## config.mk

```make
export PLATFORM = sky130hd
export DESIGN_NAME = serial_mag_compare
export DESIGN_NICKNAME = d
export VERILOG_FILES = /design/src/rtl/serial_mag_compare.sv
export SDC_FILE = /design/constraint.sdc
export NUM_CORES = 1
export LEC_CHECK = 0
export CAP_MARGIN = 15
export CORE_MARGIN = 2
export CORE_UTILIZATION = 35
export CTS_CLUSTER_SIZE = 30
export DETAILED_ROUTE_END_ITERATION = 10
export SLEW_MARGIN = 10
export SYNTH_ARGS = -nofsm -noshare
export SYNTH_HDL_FRONTEND = slang
export SYNTH_SLANG_ARGS = --single-unit
```

## constraint.sdc

```tcl
create_clock -name clk -period 2.25 [get_ports clk]
set_input_delay 0.5625 -clock clk [delete_from_list [all_inputs] [get_ports clk]]
set_output_delay 0.5625 -clock clk [all_outputs]
set_load 0.01 [all_outputs]
```

## src/rtl/serial_mag_compare.sv

```systemverilog
// serial_mag_compare: bit-serial MSB-first magnitude comparator.
// Operands are accepted over a valid/ready handshake. One bit pair per cycle
// goes to an external 1-bit compare cell. The first differing bit ends the
// operation early, and the verdict plus bits-examined count is returned over
// a second valid/ready handshake.
// Optional build macro: SERIAL_CMP_SIGNED_EN (two's complement operands).
module serial_mag_compare #(
    parameter int WIDTH = 8,
    localparam int CNT_W = $clog2(WIDTH + 1)
) (
    input  logic             clk,
    input  logic             rst_n,
    input  logic             in_valid,
    output logic             in_ready,
    input  logic [WIDTH-1:0] in_a,
    input  logic [WIDTH-1:0] in_b,
    output logic             bit_a,
    output logic             bit_b,
    output logic             bit_en,
    input  logic             cmp_lt,
    input  logic             cmp_gt,
    output logic             out_valid,
    input  logic             out_ready,
    output logic             res_lt,
    output logic             res_gt,
    output logic             res_eq,
    output logic [CNT_W-1:0] res_bits
);

    typedef enum logic [1:0] {IDLE, SHIFT, DONE} state_e;

    state_e             state_q, state_d;
    logic [WIDTH-1:0]   sh_a_q, sh_a_d, sh_b_q, sh_b_d;
    logic [CNT_W-1:0]   idx_q, idx_d, cnt_q, cnt_d;
    logic               res_lt_q, res_lt_d, res_gt_q, res_gt_d, res_eq_q, res_eq_d;
    logic [CNT_W-1:0]   res_bits_q, res_bits_d;
    logic               lt_eff, gt_eff;

    // Every output is decoded from registered state, so there is no path
    // from in_* to the compare cell.
    assign in_ready  = (state_q == IDLE);
    assign bit_en    = (state_q == SHIFT);
    assign out_valid = (state_q == DONE);
    assign bit_a     = bit_en & sh_a_q[WIDTH-1];
    assign bit_b     = bit_en & sh_b_q[WIDTH-1];
    assign res_lt    = res_lt_q;
    assign res_gt    = res_gt_q;
    assign res_eq    = res_eq_q;
    assign res_bits  = res_bits_q;

`ifdef SERIAL_CMP_SIGNED_EN
    // For the sign bit, a 1 means the value is smaller, so the cell flags are
    // swapped on the first step only.
    assign lt_eff = (cnt_q == '0) ? cmp_gt : cmp_lt;
    assign gt_eff = (cnt_q == '0) ? cmp_lt : cmp_gt;
`else
    assign lt_eff = cmp_lt;
    assign gt_eff = cmp_gt;
`endif

    // Next-state and datapath: load in IDLE, walk bits in SHIFT, hold in DONE
    always_comb begin
        state_d    = state_q;
        sh_a_d     = sh_a_q;
        sh_b_d     = sh_b_q;
        idx_d      = idx_q;
        cnt_d      = cnt_q;
        res_lt_d   = res_lt_q;
        res_gt_d   = res_gt_q;
        res_eq_d   = res_eq_q;
        res_bits_d = res_bits_q;
        case (state_q)
            IDLE: begin
                if (in_valid) begin
                    sh_a_d     = in_a;
                    sh_b_d     = in_b;
                    idx_d      = CNT_W'(WIDTH - 1);
                    cnt_d      = '0;
                    res_lt_d   = 1'b0;
                    res_gt_d   = 1'b0;
                    res_eq_d   = 1'b0;
                    res_bits_d = '0;
                    state_d    = SHIFT;
                end
            end
            SHIFT: begin
                cnt_d = cnt_q + CNT_W'(1);
                // Per-bit equality is only ever inferred from neither flag
                // being set. Lt has priority if the cell raises both flags.
                if (lt_eff) begin
                    res_lt_d   = 1'b1;
                    res_bits_d = cnt_q + CNT_W'(1);
                    state_d    = DONE;
                end else if (gt_eff) begin
                    res_gt_d   = 1'b1;
                    res_bits_d = cnt_q + CNT_W'(1);
                    state_d    = DONE;
                end else if (idx_q == '0) begin
                    res_eq_d   = 1'b1;
                    res_bits_d = cnt_q + CNT_W'(1);
                    state_d    = DONE;
                end else begin
                    sh_a_d = {sh_a_q[WIDTH-2:0], 1'b0};
                    sh_b_d = {sh_b_q[WIDTH-2:0], 1'b0};
                    idx_d  = idx_q - CNT_W'(1);
                end
            end
            DONE: begin
                if (out_ready) state_d = IDLE;
            end
            default: state_d = IDLE;
        endcase
    end

    // State and datapath registers. Reset discards any operation in flight.
    always_ff @(posedge clk or negedge rst_n) begin
        if (!rst_n) begin
            state_q    <= IDLE;
            sh_a_q     <= '0;
            sh_b_q     <= '0;
            idx_q      <= '0;
            cnt_q      <= '0;
            res_lt_q   <= 1'b0;
            res_gt_q   <= 1'b0;
            res_eq_q   <= 1'b0;
            res_bits_q <= '0;
        end else begin
            state_q    <= state_d;
            sh_a_q     <= sh_a_d;
            sh_b_q     <= sh_b_d;
            idx_q      <= idx_d;
            cnt_q      <= cnt_d;
            res_lt_q   <= res_lt_d;
            res_gt_q   <= res_gt_d;
            res_eq_q   <= res_eq_d;
            res_bits_q <= res_bits_d;
        end
    end

    // The compare cell must never claim both lt and gt for one bit pair.
    a_cell_flags_exclusive: assert property (@(posedge clk) disable iff (!rst_n)
        !(bit_en && cmp_lt && cmp_gt));

endmodule
```

# After elaboration in Yosys (flattened, before gate mapping)

Cells that the tools add are included.

Register bits: 33
Bits in latches: 0
Memories kept: 0
Memory bits (read-only): 0
Output and inout port bits: 12
Memory bits (writable): 0

Shifts and indexed selects: 0
Mux-type cells: 37
Reductions and logical operators: 10
Multipliers: 0
Magnitude comparators: 0
Equal/unequal tests: 11
Divide/modulo/power cells: 0
$add $sub $neg: 2
Bitwise logic cells: 2

Operators with widths:

| cell                | number |
|---|---|
| $mux 8              | 8 |
| $mux 4              | 8 |
| $pmux 8 s2          | 2 |
| $pmux 4 s2          | 3 |
| $mux 2              | 5 |
| $reduce_and 5->1    | 2 |
| $reduce_and 3->1    | 3 |
| $ne 2x1->1 const B  | 4 |
| $ne 2x2->1 const B  | 4 |
| $mux 1              | 7 |
| $pmux 1 s2          | 3 |
| $pmux 2 s3          | 1 |
| $add 4x1->4 const B | 1 |
| $logic_not 4->1     | 1 |
| $ne 4x1->1 const B  | 1 |
| $reduce_and 4->1    | 1 |
| $sub 4x1->4 const B | 1 |
| $and 1x1->1         | 2 |
| $eq 2x1->1 const B  | 1 |
| $eq 2x2->1 const B  | 1 |
| $logic_not 2->1     | 1 |
| $reduce_and 2->1    | 1 |
| $reduce_bool 2->1   | 1 |

# Logic depth before layout (Yosys ltp)

Gate-level depths: netlist (run 1).

Depth in word-level cells: 5
Depth in mapped cells: 7

# Least setup slack after synthesis (run 1)

OpenSTA, ideal clock, no wires.

Path type: register to register
Start point: register idx_q[0]
End point: register sh_a_q[1]
Library setup time: 125 ps
Buffers on the path: 2
Arrival: 1767 ps
Cell stages (with the launch flop): 8
Setup slack: 358 ps
Cells stage by stage: dfrtp_1 inv_1 ha_1 or3b_4 a21o_1 buf_6 buf_12 mux2_4

Longest elaborated chain between the ends: 3

Ends and longest elaborated chain:

| element                           | RTL line | text |
|---|---|---|
| start: declaration                | 34       | `logic [CNT_W-1:0] idx_q, idx_d, cnt_q, cnt_d;` |
| start signal: assignment          | 131      | `idx_q <= idx_d;` |
| $logic_not 4->1                   | 98       | `end else if (idx_q == '0) begin` |
| $ne 2x2->1 (no source line)       | n/a      |  |
| $reduce_and 5->1 (no source line) | n/a      |  |
| end signal: assignment            | 119      | `sh_a_q <= '0;` |
| end signal: assignment            | 129      | `sh_a_q <= sh_a_d;` |
| end: declaration                  | 33       | `logic [WIDTH-1:0] sh_a_q, sh_a_d, sh_b_q, sh_b_d;` |

Every way passes these cells.
A chain may end at the register's enable or synchronous reset.

# Worst setup path after layout (run 1)

Start point: register state_q[1]
End point: output bit_en

Longest elaborated chain between the ends: 1

Ends and longest elaborated chain:

| element                  | RTL line | text |
|---|---|---|
| start: declaration       | 32       | `state_e state_q, state_d;` |
| start signal: assignment | 128      | `state_q <= state_d;` |
| $eq 2x1->1               | 42       | `assign bit_en = (state_q == SHIFT);` |
| end: declaration         | 19       | `output logic bit_en,` |

Every way passes these cells.

==> results.json, run 1 <==
{
  "cts_max_level": 2,
  "die_h_um": 73.24,
  "ir_drop_v": 0.0004824,
  "gp_congestion": 0.7370,
  "setup_violations": 0,
  "start_util_pct": 36.00,
  "slowest_stage": "clkdlybuf4s50_1",
  "fillers": 415,
  "place_ws_ns": 0.01770,
  "drc": 0,
  "num_antenna_cells": 0,
  "async_reset_ff_share_pct": 100.0,
  "worstMarginPinSlew_ns": 0.4279,
  "drt_first_iter_violations": 45,
  "avgSynthCellArea_um2": 12.62,
  "num_rows": 25,
  "use_met2_pct": 22.52,
  "cap_violations": 0,
  "p_leak_nw": 1.043,
  "arrival_ns": 1.62,
  "clockBufferDepth": 2,
  "synth_top_area_share_pct": 49.22,
  "drt-pass1-iter-count": 4,
  "fin_worst_skew_ns": 0.006461,
  "synth_seq_area_share_pct": 49.22,
  "crit_path_end_kind": "output pin",
  "drive_above_1_share_pct": 32.96,
  "cts_buffers": 5,
  "synthToLayoutAreaGrowth_pct": 32.44,
  "dp.cells": 222,
  "syn-num-nets": 157,
  "avgViaCountPerCell": 4.974,
  "hold_violations": 0,
  "insertion_delay_ns": 0.28,
  "fmax_mhz": 459.0,
  "clockPowerShare_pct": 19.3,
  "synth-seq-cells": 33,
  "fin_crit_sh_pct": 96.84,
  "overflow": 0,
  "startpoint_type": "register",
  "busiest_layer": "met2",
  "sequentialPowerShare_pct": 37.3,
  "die-area_um2": 5363,
  "stdcell_count": 233,
  "cellPowerDensity_nw_per_um2": 1150,
  "final_cell_area_um2": 2222,
  "io_buffers": 33,
  "yosys_warnings": 0,
  "yosysMostFrequentCell": "dfrtp_1",
  "wire_per_inst_um": 14.70,
  "postCtsHoldBufs": 0,
  "met1_usage_pct": 19.32,
  "outcome": "finished, final reports clean",
  "fin_ws_ns": 0.07120,
  "pwr-share-comb_pct": 43.4,
  "grt_usage_pct": 14.54,
  "dpl_cell_area_um2": 2091,
  "crit_type": "register to output pin",
  "report.final.slew_viol_count": 0,
  "dr_total_vias": 1159,
  "die_x_um": 73.24,
  "cp_slowest_stage_delay_ns": 0.52,
  "grt_max_degree": 34,
  "pin_count": 34,
  "cts-root-buf": "clkbuf_8",
  "cts_tree": "yes",
  "wirelength_um": 3425,
  "cts.sinks": 33,
  "grt_pass1_vias": 1224,
  "antenna_found_initial": 0,
  "core_um2": 4661,
  "post-route-min-period_ns": 2.179,
  "cp.required_ns": 1.69,
  "relSlewSlack_pct": 71.47,
  "synth_ff_type": "dfrtp_1",
  "grt_pass1_wl_um": 5823,
  "rsz0062_at_grt": "false",
  "synth_area_um2": 1678,
  "nets": 202,
  "place_hpwl_um": 2468,
  "cp_cell_sequence": "nand2b_1, inv_4, buf_4, clkdlybuf4s50_1",
  "power.net_switching_uw": 786.5,
  "power_mw": 2.555,
  "synth_top_area_cell": "dfrtp_1",
  "use_met3_pct": 4.834,
  "ant_nets": 0,
  "p_int_mw": 1.768,
  "yosys.cell_types.count": 40,
  "synth_commonest_cells": "dfrtp_1 (33), mux2_2 (24), mux2_4 (7), nor2_1 (7)",
  "netlist_instances": 133,
  "ys_top_cells_by_area": "dfrtp_1 (49%), mux2_2 (16%), mux2_4 (6.3%)",
  "synth-edff-count": 0,
  "swShare_pct": 30.79,
  "clkSlewWorstSetupHoldPaths_ns": 0.07,
  "hp-class": "register to register",
  "finalSetupTns_ns": 0,
  "crit_fanout": 7
}
[state kept, by name (all words and copies together), names as in the netlist]
| register | cells |
|---|---|
| res_bits | 4 |
| res_lt | 1 |
| cnt_q | 4 |
| sh_b_q | 8 |
| res_eq | 1 |
| res_gt | 1 |
| state_q | 2 |
| sh_a_q | 8 |
| idx_q | 4 |
[path summary, 6_finish.rpt]
check | startpoint | to | slack (ns) | cells after the start
worst max-delay path | state_q[1] | bit_en | 0.07 | 4
worst min-delay path | res_gt | res_gt | 0.49 | 2
worst max register to register | idx_q[0] | sh_b_q[5] | 0.33 | 6
worst min register to register | res_gt | res_gt | 0.49 | 2
max in group asynchronous | rst_n | cnt_q[2] | 1.26 | 2
min in group asynchronous | rst_n | idx_q[2] | 0.67 | 2
[power by group through the flow]
stage / sequential [mW] / clock, mW / combinational, mW
4_1_cts: 0.951 / 0.506 / 1.10
2_1_floorplan: 0.933 / 0 / 0.764
3_3_place_gp: 0.948 / 0 / 1.06
5_1_grt: 0.984 / 0.537 / 1.22
6_report: 0.952 / 0.494 / 1.11
3_5_place_dp: 0.956 / 0 / 1.09
[critical path: cells and delay by family (launching register included)]
kind,cells,cell delay [ns]
buffers and inverters,3,0.76
flip-flops,1,0.38
AND/OR/NAND/NOR,1,0.19
[what timing repair did]
action,in CTS,in global routing
setup endpoints to repair,2,2
setup buffers,0,3
gates resized for setup,1,2
[logic make-up (layout without fill, tap and decap cells)]
family,count (synthesis),after routing,synth area share [%]
multiplexers,33,33,23.64
flip-flops,33,33,49.22
AND/OR/NAND/NOR,29,29,11.04
AO/OA/AOI/OAI,22,22,8.875
buffers and inverters,13,59,5.220
adder cells (fa/ha/maj),2,2,1.491
XOR/XNOR,1,1,0.5221
[area by class of cell]
class | instances | area, um2 | area share, %
clock buffer | 7 | 96.34 | 4.336
clock inverter | 1 | 5.005 | 0.2252
inverter | 6 | 25.02 | 1.126
multi-input combinational | 87 | 764.5 | 34.40
sequential | 33 | 825.8 | 37.16
tap | 54 | 67.56 | 3.041
timing repair buffer | 45 | 437.9 | 19.71
[per-layer routing]
metal,up-vias,routed length (um)
met5,-,0
met4,0,34
li1,558,-
met2,31,1660
met1,564,1531
met3,6,199
[cells in the final DEF, fill, tap and decap left out, drive strengths merged]
cell           Yosys  layout
dfrtp             33      33
mux2              32      32
clkdlybuf4s50      0      31
buf                7      12
nor2               7       7
clkbuf             0       7
inv                6       6
nand2              5       5
a21o               4       4
o21ai              4       4
and2               4       4
a31oi              3       3
or3b               3       3
a21oi              2       2
nand3              2       2
o22ai              2       2
ha                 2       2
dlymetal6s2s       0       2
nor3b              2       2
a22o               2       2
nand2b             1       1
nor2b              1       1
nor4b              1       1
nand3b             1       1
mux2i              1       1
o21bai             1       1
a22oi              1       1
a211oi             1       1
o21a               1       1
o2bb2ai            1       1
nor3               1       1
nor4               1       1
xnor2              1       1
clkinv             0       1
[per-stage QoR]
| step | utilization, % | hold WS [ns] |
|---|---|---|
| 4_1_cts | 47.09 | 0.4986 |
| 6_report | 47.68 | 0.4907 |
| 3_3_place_gp | 44.86 | 0.4733 |
| 2_1_floorplan | - | 0.2669 |
| 5_1_grt | 47.68 | 0.5239 |
| 3_5_place_dp | 44.86 | 0.4831 |
(Power assumes the default switching activity.)
==> run 2, diff against run 1 <==
--- a/config.mk
+++ b/config.mk
@@ -7,7 +7,7 @@
 export LEC_CHECK = 0
 export CAP_MARGIN = 15
 export CORE_MARGIN = 2
-export CORE_UTILIZATION = 35
+export CORE_UTILIZATION = 39
 export CTS_CLUSTER_SIZE = 30
 export DETAILED_ROUTE_END_ITERATION = 10
 export SLEW_MARGIN = 10
==> run 2 against run 1 <==
Net effect:
- worst hold slack better by 0.0053 ns
- combinational power hardly changed
- clock power decreased by 9.1%
- maximum frequency rose by 1.3%
- sequential share of layout area is 0.52 points higher
==> results.json, run 2 (synthesis results as in run 1) <==
{
  "cts-root-buf": "clkbuf_8",
  "regToRegEndpoint": "sh_b_q[4]",
  "reg_top3": "sh_a_q (8), sh_b_q (8)",
  "wirelength_um": 3241,
  "reg2reg_depth": 6,
  "ant_nets": 0,
  "cp.required_ns": 1.69,
  "core_um2": 4058,
  "grt_pass1_vias": 1196,
  "antenna_found_initial": 0,
  "cts_resized": 0,
  "arrival_ns": 1.59,
  "drive_above_1_share_pct": 32.77,
  "use_met3_pct": 5.523,
  "use_met2_pct": 22.97,
  "cts_tree": "yes",
  "clockBufferDepth": 2,
  "crit_type": "register to output pin",
  "cts_max_level": 2,
  "crit_path_end_kind": "output pin",
  "fmax_mhz": 464.9,
  "whs_endpoint": "res_gt",
  "met1_usage_pct": 19.29,
  "overflow": 0,
  "place_ws_ns": 0.04879,
  "p_leak_nw": 1.009,
  "setup_violations": 0,
  "place_hpwl_um": 2347,
  "num_antenna_cells": 0,
  "insertion_delay_ns": 0.28,
  "crit_fanout": 6,
  "hold_violations": 0,
  "postCtsHoldBufs": 0,
  "grt_max_degree": 34,
  "outcome": "finished, final reports clean",
  "wire_per_inst_um": 14.28,
  "drt-pass1-iter-count": 4,
  "pin_count": 34,
  "die-area_um2": 4843,
  "cellPowerDensity_nw_per_um2": 1131,
  "die_x_um": 69.59,
  "critical_path.top_delay_family": "buffers and inverters",
  "r2r_start": "idx_q[0]",
  "clkSlewWorstSetupHoldPaths_ns": 0.06,
  "final_cell_area_um2": 2195,
  "cp_num_buf_inv": 2,
  "relSlewSlack_pct": 72.11,
  "drt_first_iter_violations": 48,
  "rsz0062_at_grt": "false",
  "slowest_stage": "clkdlybuf4s50_1",
  "nets": 201,
  "startpoint_type": "register",
  "r2r_setup_slack_ns": 0.33,
  "fin_worst_skew_ns": 0.002571,
  "grt_usage_pct": 14.82,
  "final_util_pct": 54.09,
  "postCtsSetupRepairBufs": 0,
  "finalSetupTns_ns": 0,
  "worstMarginPinSlew_ns": 0.4183,
  "fin_ws_ns": 0.09898,
  "cp_cell_sequence": "nand2b_1, inv_2, and2_1, clkdlybuf4s50_1",
  "post-route-min-period_ns": 2.151,
  "grt_pass1_wl_um": 5575,
  "cp_slowest_stage_delay_ns": 0.53,
  "hp-class": "register to register",
  "start_util_pct": 41.35,
  "ir_drop_v": 0.0004493,
  "power_mw": 2.483,
  "cts.sinks": 33,
  "cap_violations": 0,
  "die_h_um": 69.59,
  "num_rows": 23,
  "avgViaCountPerCell": 5.053,
  "synthToLayoutAreaGrowth_pct": 30.80,
  "cts_buffers": 5,
  "final_cell_mix": "dfrtp_1 (32), clkdlybuf4s50_1 (32), mux2_2 (24)",
  "drc": 0,
  "whs_path_depth": 2,
  "io_buffers": 33,
  "report.final.slew_viol_count": 0,
  "dr_total_vias": 1147,
  "busiest_layer": "met2",
  "hold_path_startpoint": "res_gt",
  "fin_crit_sh_pct": 95.60,
  "dpl_cell_area_um2": 2101,
  "gp_congestion": 0.7682
}
run 2: changes by cell type in the layout (fill, tap and decap cells not counted), sizes merged:
cell and change:
clkdlybuf4s50 +1, clkinv -1, buf -1, dlymetal6s2s -1, clkinvlp +1, clkbuf -1
run 2: worst register-to-register path, cell delays in order (launching register included):
cell and delay (ns):
dfrtp_1 0.42, inv_1 0.07, ha_1 0.20, or3b_4 0.42, a21o_1 0.22, buf_12 0.16, mux2_4 0.30
run 2: worst max path at each step:
stage,endpoint,cells after the start,start
floorplan,sh_a_q[1],7,idx_q[0]
global placement,sh_b_q[1],5,cmp_lt
detailed placement,sh_b_q[3],5,cmp_lt
CTS,bit_a,4,state_q[0]
global route,bit_b,4,state_q[1]
finish,bit_b,4,state_q[1]
run 2: cell type report:
type                            count  area [um2]
Sequential cell                    33       827.0
Timing Repair Buffer               44       427.9
Clock buffer                        6       82.58
Inverter                            6       22.52
Clock inverter                      1       7.507
Tap cell                           50       62.56
Multi-Input combinational cell     87       764.5
Fill cell                         354        1863
run 2: where the power goes:
group	leakage, nW	total (mW)	internal (mW)	switching (mW)
sequential	0.404	0.955	0.820	0.134
clock	0.0433	0.449	0.241	0.208
combinational	0.561	1.08	0.659	0.420
run 2: routing by layer:
metal	up-vias	wire length, um
met5	-	0
met4	0	45
met3	6	190
met2	33	1497
met1	552	1508
li1	556	-
run 2: metrics by stage:
stage	hold WS [ns]	cells
floorplan	0.2669	133
CTS	0.5077	227
global route	0.5251	227
global placement	0.4821	220
detailed placement	0.4927	220
finish	0.4959	227
==> run 3, diff against run 2 <==
--- a/config.mk
+++ b/config.mk
@@ -10,7 +10,6 @@
 export CORE_UTILIZATION = 39
 export CTS_CLUSTER_SIZE = 30
 export DETAILED_ROUTE_END_ITERATION = 10
-export SLEW_MARGIN = 10
 export SYNTH_ARGS = -nofsm -noshare
 export SYNTH_HDL_FRONTEND = slang
 export SYNTH_SLANG_ARGS = --single-unit
==> results of run 3 <==
No change in the layout: final DEF, timing and power equal those of run 2.
